==> config.mk <==
export PLATFORM = sky130hd
export DESIGN_NAME = multicycle_ctrl_fsm
export DESIGN_NICKNAME = d
export VERILOG_FILES = /design/src/rtl/mctrl_pkg.sv /design/src/rtl/mctrl_alu_dec.sv /design/src/rtl/multicycle_ctrl_fsm.sv
export SDC_FILE = /design/constraint.sdc
export NUM_CORES = 1
export LEC_CHECK = 0
export BUFFER_PORTS_ARGS = -buffer_cell sky130_fd_sc_hd__buf_2
export CORE_UTILIZATION = 43
export CTS_CLUSTER_SIZE = 16
export DETAILED_ROUTE_END_ITERATION = 16
export PLACE_DENSITY = 0.8
export SLEW_MARGIN = 10
export SYNTH_ARGS = -nofsm -noshare
export SYNTH_HDL_FRONTEND = slang
export SYNTH_HIERARCHICAL = 1
export SYNTH_SLANG_ARGS = --single-unit
==> constraint.sdc <==
create_clock -name clk -period 1.6 [get_ports clk]
set_input_delay 0.08 -clock clk [delete_from_list [all_inputs] [get_ports clk]]
set_output_delay 0.08 -clock clk [all_outputs]
set_load 0.03 [all_outputs]
==> src/rtl/mctrl_pkg.sv <==
// Shared definitions for the multi-cycle control sequencer: state encoding,
// RV32I opcode constants, ALUControl codes and datapath mux-select codes.
package mctrl_pkg;

  typedef enum logic [3:0] {
    S_RESET    = 4'd0,
    S_FETCH    = 4'd1,
    S_DECODE   = 4'd2,
    S_MEMADR   = 4'd3,
    S_MEMREAD  = 4'd4,
    S_MEMWB    = 4'd5,
    S_MEMWRITE = 4'd6,
    S_EXECR    = 4'd7,
    S_EXECI    = 4'd8,
    S_ALUWB    = 4'd9,
    S_BRANCH   = 4'd10,
    S_JAL      = 4'd11,
    S_ERROR    = 4'd12
  } state_e;

  localparam logic [6:0] OP_LOAD   = 7'b0000011;
  localparam logic [6:0] OP_STORE  = 7'b0100011;
  localparam logic [6:0] OP_RTYPE  = 7'b0110011;
  localparam logic [6:0] OP_ITYPE  = 7'b0010011;
  localparam logic [6:0] OP_BRANCH = 7'b1100011;
  localparam logic [6:0] OP_JAL    = 7'b1101111;

  localparam logic [2:0] ALU_ADD = 3'b000;
  localparam logic [2:0] ALU_SUB = 3'b010;
  localparam logic [2:0] ALU_SLL = 3'b001;
  localparam logic [2:0] ALU_XOR = 3'b100;
  localparam logic [2:0] ALU_SRL = 3'b101;
  localparam logic [2:0] ALU_OR  = 3'b110;
  localparam logic [2:0] ALU_AND = 3'b111;

  localparam logic [1:0] SRCA_PC    = 2'b00;
  localparam logic [1:0] SRCA_OLDPC = 2'b01;
  localparam logic [1:0] SRCA_RS1   = 2'b10;

  localparam logic [1:0] SRCB_RS2  = 2'b00;
  localparam logic [1:0] SRCB_IMM  = 2'b01;
  localparam logic [1:0] SRCB_FOUR = 2'b10;

  localparam logic [1:0] RES_ALUOUT = 2'b00;
  localparam logic [1:0] RES_MEM    = 2'b01;
  localparam logic [1:0] RES_ALU    = 2'b10;

  localparam logic [1:0] IMM_I = 2'b00;
  localparam logic [1:0] IMM_S = 2'b01;
  localparam logic [1:0] IMM_B = 2'b10;
  localparam logic [1:0] IMM_J = 2'b11;

  // Immediate format implied by the opcode; anything without a special
  // format (loads, OP-IMM, R-type, illegal) falls back to I-type.
  function automatic logic [1:0] imm_sel(input logic [6:0] opcode);
    case (opcode)
      OP_STORE:  return IMM_S;
      OP_BRANCH: return IMM_B;
      OP_JAL:    return IMM_J;
      default:   return IMM_I;
    endcase
  endfunction

endpackage

==> src/rtl/mctrl_alu_dec.sv <==
// Combinational funct3/funct7 -> ALUControl decode for R-type and OP-IMM.
// Subtract is only allowed when sub_en_i is set (OPCODE[5], i.e. R-type),
// so an OP-IMM immediate with bit 30 set still decodes as add.
module mctrl_alu_dec
  import mctrl_pkg::*;
(
  input  logic [2:0] funct3_i,
  input  logic       funct7_i,
  input  logic       sub_en_i,
  output logic [2:0] alu_ctrl_o
);

  // Map funct3 to the ALU operation; unsupported encodings fall back to add.
  always_comb begin
    alu_ctrl_o = ALU_ADD;
    case (funct3_i)
      3'b000:  alu_ctrl_o = (funct7_i && sub_en_i) ? ALU_SUB : ALU_ADD;
      3'b001:  alu_ctrl_o = ALU_SLL;
      3'b100:  alu_ctrl_o = ALU_XOR;
      3'b101:  alu_ctrl_o = ALU_SRL;
      3'b110:  alu_ctrl_o = ALU_OR;
      3'b111:  alu_ctrl_o = ALU_AND;
      default: alu_ctrl_o = ALU_ADD;
    endcase
  end

endmodule

==> src/rtl/multicycle_ctrl_fsm.sv <==
// Multi-cycle control sequencer for the RV32I-subset core sharing a single
// variable-latency memory port. Steps fetch/decode/execute/memory/writeback
// and drives datapath selects and enables. Memory states time out into a
// sticky ERROR state after WAIT_MAX cycles without mem_ready.
// Optional performance counters are enabled with `define MCTRL_PERF_CNT_EN.
module multicycle_ctrl_fsm
  import mctrl_pkg::*;
#(
  parameter int WAIT_MAX = 16
`ifdef MCTRL_PERF_CNT_EN
  , parameter int CNT_W = 32
`endif
) (
  input  logic       clk,
  input  logic       rst_n,
  input  logic [6:0] OPCODE,
  input  logic [2:0] funct3,
  input  logic       funct7,
  input  logic       Zero,
  input  logic       sign_flag,
  input  logic       mem_ready,
  output logic       mem_req,
  output logic       MemWrite,
  output logic       IRWrite,
  output logic       PCWrite,
  output logic       AdrSrc,
  output logic [1:0] ALUSrcA,
  output logic [1:0] ALUSrcB,
  output logic [1:0] ResultSrc,
  output logic [1:0] ImmSrc,
  output logic [2:0] ALUControl,
  output logic       RegWrite,
  output logic       err
`ifdef MCTRL_PERF_CNT_EN
  , output logic [CNT_W-1:0] cycle_cnt,
  output logic [CNT_W-1:0] instret_cnt
`endif
);

  // Counter holds at most WAIT_MAX (on the cycle it trips into ERROR).
  localparam int WCNT_W = $clog2(WAIT_MAX + 1);
  localparam logic [WCNT_W-1:0] WAIT_LAST = WCNT_W'(WAIT_MAX - 1);

  state_e state_q, state_d;
  logic [WCNT_W-1:0] wait_cnt_q, wait_cnt_d;
  logic [2:0] alu_dec_ctrl;
  logic       mem_state;
  logic       wait_hit;

  mctrl_alu_dec u_alu_dec (
    .funct3_i   (funct3),
    .funct7_i   (funct7),
    .sub_en_i   (OPCODE[5]),
    .alu_ctrl_o (alu_dec_ctrl)
  );

  assign mem_state = (state_q == S_FETCH) || (state_q == S_MEMREAD) ||
                     (state_q == S_MEMWRITE);
  // The limit only trips when memory is still not ready on that cycle.
  assign wait_hit  = (wait_cnt_q == WAIT_LAST);

  // State and wait-counter registers; reset aborts any instruction at once.
  always_ff @(posedge clk or negedge rst_n) begin
    if (!rst_n) begin
      state_q    <= S_RESET;
      wait_cnt_q <= '0;
    end else begin
      state_q    <= state_d;
      wait_cnt_q <= wait_cnt_d;
    end
  end

  // Wait counter counts stalled memory cycles; any other cycle clears it,
  // so it always starts from zero on entry to a memory state.
  always_comb begin
    wait_cnt_d = '0;
    if (mem_state && !mem_ready) begin
      wait_cnt_d = wait_cnt_q + 1'b1;
    end
  end

  // Next-state and Moore-style control decode (with the gated exceptions).
  always_comb begin
    state_d    = state_q;
    mem_req    = 1'b0;
    MemWrite   = 1'b0;
    IRWrite    = 1'b0;
    PCWrite    = 1'b0;
    AdrSrc     = 1'b0;
    ALUSrcA    = SRCA_PC;
    ALUSrcB    = SRCB_RS2;
    ResultSrc  = RES_ALUOUT;
    ImmSrc     = IMM_I;
    ALUControl = ALU_ADD;
    RegWrite   = 1'b0;
    err        = 1'b0;
    case (state_q)
      S_RESET: state_d = S_FETCH;
      S_FETCH: begin
        mem_req   = 1'b1;
        ALUSrcA   = SRCA_PC;
        ALUSrcB   = SRCB_FOUR;
        ResultSrc = RES_ALU;
        if (mem_ready) begin
          IRWrite = 1'b1;
          PCWrite = 1'b1;
          state_d = S_DECODE;
        end else if (wait_hit) begin
          state_d = S_ERROR;
        end
      end
      S_DECODE: begin
        // Branch/jump target OldPC+imm is parked in ALUOut here.
        ALUSrcA = SRCA_OLDPC;
        ALUSrcB = SRCB_IMM;
        ImmSrc  = imm_sel(OPCODE);
        case (OPCODE)
          OP_LOAD, OP_STORE: state_d = S_MEMADR;
          OP_RTYPE:          state_d = S_EXECR;
          OP_ITYPE:          state_d = S_EXECI;
          OP_BRANCH:         state_d = S_BRANCH;
          OP_JAL:            state_d = S_JAL;
          default:           state_d = S_ERROR;
        endcase
      end
      S_MEMADR: begin
        ALUSrcA = SRCA_RS1;
        ALUSrcB = SRCB_IMM;
        ImmSrc  = imm_sel(OPCODE);
        state_d = (OPCODE == OP_STORE) ? S_MEMWRITE : S_MEMREAD;
      end
      S_MEMREAD: begin
        mem_req = 1'b1;
        AdrSrc  = 1'b1;
        if (mem_ready)     state_d = S_MEMWB;
        else if (wait_hit) state_d = S_ERROR;
      end
      S_MEMWB: begin
        ResultSrc = RES_MEM;
        RegWrite  = 1'b1;
        state_d   = S_FETCH;
      end
      S_MEMWRITE: begin
        mem_req  = 1'b1;
        MemWrite = 1'b1;
        AdrSrc   = 1'b1;
        if (mem_ready)     state_d = S_FETCH;
        else if (wait_hit) state_d = S_ERROR;
      end
      S_EXECR: begin
        ALUSrcA    = SRCA_RS1;
        ALUSrcB    = SRCB_RS2;
        ALUControl = alu_dec_ctrl;
        state_d    = S_ALUWB;
      end
      S_EXECI: begin
        ALUSrcA    = SRCA_RS1;
        ALUSrcB    = SRCB_IMM;
        ImmSrc     = IMM_I;
        ALUControl = alu_dec_ctrl;
        state_d    = S_ALUWB;
      end
      S_ALUWB: begin
        ResultSrc = RES_ALUOUT;
        RegWrite  = 1'b1;
        state_d   = S_FETCH;
      end
      S_BRANCH: begin
        ALUSrcA    = SRCA_RS1;
        ALUSrcB    = SRCB_RS2;
        ALUControl = ALU_SUB;
        ResultSrc  = RES_ALUOUT;
        ImmSrc     = IMM_B;
        case (funct3)
          3'b000:  PCWrite = Zero;
          3'b001:  PCWrite = !Zero;
          3'b100:  PCWrite = sign_flag;
          default: PCWrite = 1'b0;
        endcase
        state_d = S_FETCH;
      end
      S_JAL: begin
        // PC takes the target from ALUOut while the ALU forms OldPC+4 for rd.
        ALUSrcA   = SRCA_OLDPC;
        ALUSrcB   = SRCB_FOUR;
        ResultSrc = RES_ALUOUT;
        PCWrite   = 1'b1;
        state_d   = S_ALUWB;
      end
      S_ERROR: err = 1'b1;
      default: state_d = S_ERROR;
    endcase
  end

`ifdef MCTRL_PERF_CNT_EN
  logic [CNT_W-1:0] cycle_cnt_q, cycle_cnt_d;
  logic [CNT_W-1:0] instret_cnt_q, instret_cnt_d;

  // Cycle count excludes RESET/ERROR; retire count fires on the last cycle
  // of an instruction, i.e. any transition into FETCH other than from RESET.
  always_comb begin
    cycle_cnt_d   = cycle_cnt_q;
    instret_cnt_d = instret_cnt_q;
    if (state_q != S_RESET && state_q != S_ERROR) begin
      cycle_cnt_d = cycle_cnt_q + 1'b1;
    end
    if (state_d == S_FETCH && state_q != S_FETCH && state_q != S_RESET) begin
      instret_cnt_d = instret_cnt_q + 1'b1;
    end
  end

  // Performance counter registers, wrapping naturally at 2^CNT_W.
  always_ff @(posedge clk or negedge rst_n) begin
    if (!rst_n) begin
      cycle_cnt_q   <= '0;
      instret_cnt_q <= '0;
    end else begin
      cycle_cnt_q   <= cycle_cnt_d;
      instret_cnt_q <= instret_cnt_d;
    end
  end

  assign cycle_cnt   = cycle_cnt_q;
  assign instret_cnt = instret_cnt_q;
`endif

endmodule

* Yosys cells after proc, flatten, opt, wreduce, memory -nomap -nowiden
Index checks and enable logic that the tools add are counted.
** Cells by class
- $add $sub $neg :: 1
- Equality and inequality tests :: 24
- Muxes and demuxes :: 25
- Reductions and logical operators :: 20
** Operators by type and width (count)
- 4-bit one-hot mux with 8 select lines :: 1
- 4-bit == test, second input constant :: 5
- 4-bit one-hot mux with 5 select lines :: 1
- 3-bit one-hot mux with 6 select lines :: 1
- 4-bit by 3-bit == test with 1-bit output, second input constant :: 4
- 4-bit two-way mux :: 4
- 2-bit one-hot mux with 2 select lines :: 4
- 7-bit by 6-bit == test with 1-bit output, second input constant :: 2
- 7-bit == test, second input constant :: 2
- 2-bit OR reduction :: 7
- 3-bit == test, second input constant :: 4
- 3-bit OR reduction :: 3
- 4-bit by 2-bit == test with 1-bit output, second input constant :: 2
- 4-bit OR reduction :: 2
- 7-bit by 2-bit == test with 1-bit output, second input constant :: 1
- 7-bit by 5-bit == test with 1-bit output, second input constant :: 1
- 1-bit two-way mux :: 7
- 1-bit one-hot mux with 3 select lines :: 2
- 2-bit one-hot mux with 3 select lines :: 1
- 3-bit one-hot mux with 2 select lines :: 1
- 5-bit by 1-bit adder with 5-bit output, second input constant :: 1
- 5-bit by 4-bit == test with 1-bit output, second input constant :: 1
- 5-bit two-way mux :: 1
- 4-bit by 1-bit == test with 1-bit output, second input constant :: 1
- other kinds (7) :: 11
** Storage, ports and cells
- Flip-flop bits (word level) :: 9
- Logic and storage cells :: 72

* Depth between registers and ports, before layout
Gate-level depths: netlist (run 1).
- Depth after elaboration :: 5
- Gate-level depth with buffers :: 7

* Modules after synthesis
Netlist (run 1), hierarchy kept.
** By module, submodules not included
- multicycle_ctrl_fsm :: instances 1, cells each 112, area each 865.8 um^2
- mctrl_alu_dec :: instances 1, cells each 5, area each 38.8 um^2

* Worst setup path before layout (run 1)
Ideal clock, no wire load.
- Path kind :: flip-flop to output port
- From :: register state_q[2]
- To :: output ALUSrcA[0]
- Arrival :: 1.773 ns
- Required time :: 1.520 ns
- Setup slack :: -0.253 ns
- Cell stages (with the launch flop) :: 4
- Path buffers :: 2
- Path through :: dfrtp_1 > buf_2 > buf_2 > nor4b_1
** Between the ends
- Cells in the longest elaborated chain, start to end :: 3
- Elaborated cells between the ends (all ways) :: 9
- Classes of those cells :: eq/ne (6); mux (1); reduce/logical (2)
** Ends and longest elaborated chain
- start: declaration :: line multicycle_ctrl_fsm.sv:44 : state_e state_q, state_d;
- start signal: assignment :: line multicycle_ctrl_fsm.sv:68 : state_q <= state_d;
- 4-bit == test, or another cell as far along :: line multicycle_ctrl_fsm.sv:97 : case (state_q)
- 4-bit OR reduction (no source line) or 2-bit OR reduction (tied branches)
- 2-bit one-hot mux with 2 select lines (*) :: line multicycle_ctrl_fsm.sv:97
- end: declaration :: line multicycle_ctrl_fsm.sv:27 : output logic [1:0] ALUSrcA,
Every way passes the cells marked *; elsewhere a longest branch is shown, timed or not.

* Worst setup path after layout (run 1)
- From :: register state_q[0]
- To :: output PCWrite
** Between the ends
- Cells in the longest elaborated chain, start to end :: 2
- Elaborated cells between the ends (all ways) :: 4
- Classes of those cells :: eq/ne (3); mux (1)
** Ends and longest elaborated chain
- 4-bit == test or 4-bit by 1-bit == test with 1-bit output (tied branches) :: line multicycle_ctrl_fsm.sv:97
- 1-bit one-hot mux with 3 select lines (*) :: line multicycle_ctrl_fsm.sv:97
- end: declaration :: line multicycle_ctrl_fsm.sv:25 : output logic PCWrite,
Marks and branches as above.

==> results of run 1 <==
==> flip-flops by register name, indices dropped and copies added, names as in the netlist <==
name / cells
wait_cnt_q: 5
state_q: 4
==> where the power goes <==
part           switching (mW)  internal, mW
sequential              0.105         0.294
clock                  0.0928        0.0968
combinational           0.902         0.660
==> final timing paths <==
check,start,end,slack (ps),cells past startpoint
setup / recovery,state_q[0]$_DFFE_PN0N_,PCWrite,-8,4
hold / removal,rst_n,wait_cnt_q[0]$_DFF_PN0_,170,2
setup reg to reg,wait_cnt_q[0]$_DFF_PN0_,state_q[2]$_DFFE_PN0N_,20,7
hold reg to reg,wait_cnt_q[0]$_DFF_PN0_,wait_cnt_q[0]$_DFF_PN0_,560,2
max in group asynchronous,rst_n,state_q[1]$_DFFE_PN0N_,1240,2
min in group clk,mem_ready,state_q[0]$_DFFE_PN0N_,240,3
==> layout make-up <==
cell class | instances | area (um2) | area share (%)
tap | 27 | 33.8 | 2.54
timing repair buffer | 52 | 342 | 25.7
clock buffer | 4 | 26.3 | 1.98
sequential | 9 | 230 | 17.3
inverter | 5 | 18.8 | 1.41
multi-input combinational | 95 | 678 | 51.0
==> cell usage after synthesis, types with 2 or more instances <==
library cell	number	area share [%]
nand2_1	9	3.7
o21ai_0	6	3.3
a21oi_1	5	2.8
ha_1	2	2.8
nor3_1	5	2.8
xor2_1	2	1.9
nor3b_1	2	1.7
mux2i_1	2	2.2
nor2_1	17	7.1
nand2b_1	6	4.1
buf_2	7	3.9
nor2b_1	3	2.1
dfrtp_1	9	25
o211ai_1	3	2.5
xnor2_1	2	1.9
inv_1	5	2.1
nor4b_1	2	1.9
nand3_1	3	1.7
and2_1	2	1.4
and3_1	2	1.4
==> stage by stage <==
step           utilization (%)  TNS (ps)  cells
2_1_floorplan                -         0    117
3_3_place_gp              58.8         0    180
3_5_place_dp              58.8     -45.2    180
4_1_cts                   64.0         0    187
5_1_grt                   67.7      -218    192
6_report                  67.7     -12.6    192
==> per-layer routing <==
layer	track usage (%)	vias up
met5	0	-
met3	1.51	7
li1	-	514
met4	17.2	0
met2	38.1	49
met1	34.1	506
==> timing repair <==
item                                    4_1_cts  5_1_grt
buffers inserted                              2        5
hold buffers                                  1        0
hold endpoints to repair                      9        0
endpoints found under the setup margin        8       13
pin swaps                                     4        7
gates resized for setup                      18       11
==> critical path: stages (launching register included) <==
cell,delay (ps)
dfrtp_2,460
buf_6,150
o311a_1,310
o21a_1,190
buf_6,130
==> layout by cell type, fill, tap and decap left out, drive strengths merged, types with 2 or more instances in the layout <==
master,n
and3,2
nor2,18
a21oi,6
mux2i,2
and2,2
o211ai,3
nor4b,3
ha,2
nand2,9
nor2b,3
o21ai,6
xor2,2
dfrtp,9
nor3,6
nand2b,6
nand3,3
nor3b,2
inv,5
xnor2,2
clkbuf,5
buf,50
==> cell families after synthesis <==
| group | synth area share (%) |
|---|---|
| compound gates | 22.3 |
| xor+xnor | 3.87 |
| fa+ha+maj | 2.77 |
| buf+inv | 6.36 |
| flops | 24.9 |
| mux | 2.21 |
| simple gates | 37.6 |
==> metrics.txt, run 1 <==
status=complete, but fails checks; failing checks=negative setup slack; Rows=16; Clock Skew=5.72 ps; post-route setup slack=-7.65 ps; cts bufs inserted=3; unrepaired setup endpoints after global routing=yes; worst hold-check path type=primary input to asynchronous set/reset pin; most common flop cell mapped by yosys=dfrtp_1; DRT met1 WL=1200 um; ports placed on the boundary=34; fmax=622 MHz; starting density of the core=46.1%; CTS tree=yes; Avg WL per Cell=~15 um; DR iter-0 viols=37; fin crit share=100%; Clock Pin Slew Worst Setup and Hold Paths=roughly 70 ps; htree depth=1; first-pass GRT wire length=~3900 um; clock buffer depth=2; total grt overflow=0; DR WL met3=141 um; Layout Nets=184; Antenna Cells=0; Syn Nets=135; total global-route track usage=between 20% and 30%; final setup fails=2; Final ANT Viol Nets=0; total of fill cells in the finished design=179; vias per cell=approximately 5.6; Routed WL=~2800 um; pre-CTS setup slack=-45.2 ps; WP data arrival=1530 ps; highest metal used=met4; Synth warnings=6; worst relative slew slack=about 67%; DP Area=1150 um2; final instance area=roughly 1300 um2; Seq/Total Area, Yosys=24.9%; peak fanout along the critical path=7; First-pass DRT Iterations=4; Final Hold Fails=0; ys async rst share=100%; max-cap violations=0; DIE AREA=roughly 2300 um2; vias in the first global route=881; Startpoint Class=flop; EDFF count, synth=0; height of the die=47.9 um; die width=47.9 um; routability cong.=about 0.86; initial antenna violation count=0; Pwr Total=2.15 mW; Syn Std Cell Area=905 um2; Syn Area/Cell=7.73 um2; DRC violations left=0; Slew Viols, Final=0; Worst-Skew Late Latency=270 ps; leakage=0.616 nW; Peak VDD IR=just over 0.001 V; core box area=1960 um2; WP data required=1520 ps; layout cells sized above 1=45.5%; crit path kind=flop to output pin; hold_ws=between 150 and 200 ps; Worst-Margin Slew=490 ps; metal2 WL=1410 um; largest net degree at the start of global routing=13; Root Driver=clkbuf_4; Final Critical Period=1610 ps; PwrDens=1620 nW/um2; # port buffers=33; FF+latch count, synth=9; CTS sink cnt=9; post-synth cell types=43; Worst setup EP type=output pin; vias post-DR=1076; hpwl dp=1880 um; Mapped Cells=117; Area Growth Syn to Fin=46.9%
Power figures use the tool's default switching activity.
==> inputs of run 2 (changes only) <==
Settings changed: CORE_UTILIZATION 43 to 35, PLACE_DENSITY 0.8 to 0.68.
==> run 2 against run 1 <==
Compared with the run above: the flow now finishes without violations; critical path depth grew 1; maximum frequency up 0.54%; sequential cell count unchanged; non-clock buffer count grew 5; critical path type unchanged; register-to-register slack improved by 30 ps; design area rose by 9.1%; highest routed layer unchanged; setup slack gained 8.6 ps; routed wire length shrank 5.1%; sequential share of layout area decreased by 1.5 points.
==> metrics.txt, run 2 (synthesis results as in run 1) <==
status=finished clean; Largest register FFs=5 (unchanged); pre-CTS setup slack=4.91 ps (+50.1 ps); WP data required=1520 ps (about the same); Root Driver=clkbuf_4; # port buffers=33 (unchanged); htree depth=1 (unchanged); clock buffer depth=2 (unchanged); Startpoint Class=flop; CP Buf/Inv Count=3 (+1); Peak VDD IR=0.00152 V (+47%); vias in the first global route=858 (-2.6%); CP delay by family, top=flip-flops; Layout Nets=189 (+2.7%); Final ANT Viol Nets=0 (unchanged); ports placed on the boundary=34 (unchanged); Final Hold Fails=0 (unchanged); Avg WL per Cell=13.5 um (-8.9%); multi-input combinational cell area=719 um2 (+6.1%); total of fill cells in the finished design=203 (+13%); Top Registers=wait_cnt_q (5), state_q (4); Largest stage delay, worst path=490 ps (+30 ps); commonest non-fill, non-tap cell in the layout=buf_4; largest net degree at the start of global routing=12 (-1); total grt overflow=0 (unchanged); Area Growth Syn to Fin=60.3%; Seq. cell area=230 um2 (unchanged); worst hold-check path type=primary input to asynchronous set/reset pin; Clock Pin Slew Worst Setup and Hold Paths=70 ps (about the same); CP cell instances=buf_4 > buf_4 > o311a_1 > o21a_1 > buf_6; Clock Skew=3.79 ps (-1.94 ps); worst relative slew slack=82.2% (+15 points); initial antenna violation count=0 (unchanged); starting density of the core=36.9% (-9.3 points); WP data arrival=1520 ps (about the same); vias post-DR=1057 (-1.8%); Worst setup EP type=output pin; hpwl dp=1760 um (-6.4%); layout cells sized above 1=50.6% (+5.1 points); CTS tree=yes; Rows=18 (+2); commonest cells after routing, fill and taps aside=buf_4, buf_2, nor2_1, buf_6, nand2_1; PwrDens=1600 nW/um2 (-0.85%); core box area=2450 um2 (+25%); slowest CP cell=dfrtp_2; dominant cell type by count on the critical path=buf_4; routability cong.=0.918 (+6.4%); Antenna Cells=0 (unchanged); max-cap violations=0 (unchanged); post-route setup slack=0.964 ps (+8.62 ps); height of the die=52.8 um (+10%); leakage=0.670 nW (+8.9%); final setup fails=0 (-2); Slew Viols, Final=0 (unchanged); First-pass DRT Iterations=4 (unchanged); Largest Register=wait_cnt_q; hold_ws=193 ps (+25.9 ps); Routed WL=2690 um (-5.1%); Worst-Margin Slew=263 ps (-227 ps); CTS sink cnt=9 (unchanged); fin crit share=99.9% (-0.54 points); Pwr Total=2.33 mW (+8.2%); first-pass GRT wire length=3660 um (-6.9%); total global-route track usage=17.6% (-7.5 points); cts bufs inserted=3 (unchanged); crit path kind=flop to output pin; Util after Layout=59.1% (-8.7 points); Final Critical Period=1600 ps (-8.62 ps); fmax=625 MHz (+0.54%); vias per cell=5.29 (-5.7%); die width=52.8 um (+10%); unrepaired setup endpoints after global routing=yes; Worst-Skew Late Latency=270 ps (about the same); DIE AREA=2790 um2 (+22%); DRC violations left=0 (unchanged); DR iter-0 viols=24 (-35%); peak fanout along the critical path=7 (unchanged)
run 2: per-stage QoR:
step	TNS [ps]	cells	instance area, um2
after floorplan	0	117	911
after global placement	0	184	1160
after detailed placement	0	184	1160
after CTS	0	194	1280
after global routing	-445	200	1450
final	0	200	1450
run 2: power breakdown:
group | switching, mW | internal, mW | leakage [nW]
Combinational | 0.948 | 0.790 | 0.538
Sequential | 0.114 | 0.294 | 0.115
Clock | 0.0895 | 0.0925 | 0.0177
Total | 1.15 | 1.18 | 0.670
run 2: cell type report:
cell class	count	share of cell area [%]
Multi-Input combinational cell	95	49.6
Timing Repair Buffer	57	28.7
Sequential cell	9	15.9
Tap cell	30	2.59
Clock buffer	3	1.55
Inverter	5	1.29
Clock inverter	1	0.345
run 2: repair_timing:
item                       in CTS  in global routing
hold endpoints to repair        9                  0
cloned                          0                  0
gates resized for setup        16                 36
pin swaps                       0                  8
hold buffers                    1                  0
setup endpoints to repair      14                 15
buffers inserted                5                  6
run 2: metal layers:
layer	global-route usage, %	routed length, um	up-vias	part of all wire (%)
li1	-	-	529	-
met1	24.6	1220	487	45
met2	28.3	1290	36	48
met3	2.61	137	5	5.1
met4	3.95	39	0	1.4
met5	0	0	-	0
run 2: worst paths after layout:
kind,startpoint,to,slack (ps),depth (start not counted)
worst max-delay path,state_q[3]$_DFFE_PN0N_,PCWrite,1,5
worst min-delay path,rst_n,wait_cnt_q[3]$_DFF_PN0_,190,2
worst max register to register,wait_cnt_q[1]$_DFF_PN0_,state_q[1]$_DFFE_PN0N_,50,7
worst min register to register,wait_cnt_q[0]$_DFF_PN0_,wait_cnt_q[0]$_DFF_PN0_,530,2
max in group asynchronous,rst_n,state_q[3]$_DFFE_PN0N_,1210,2
min in group clk,OPCODE[4],state_q[2]$_DFFE_PN0N_,260,4
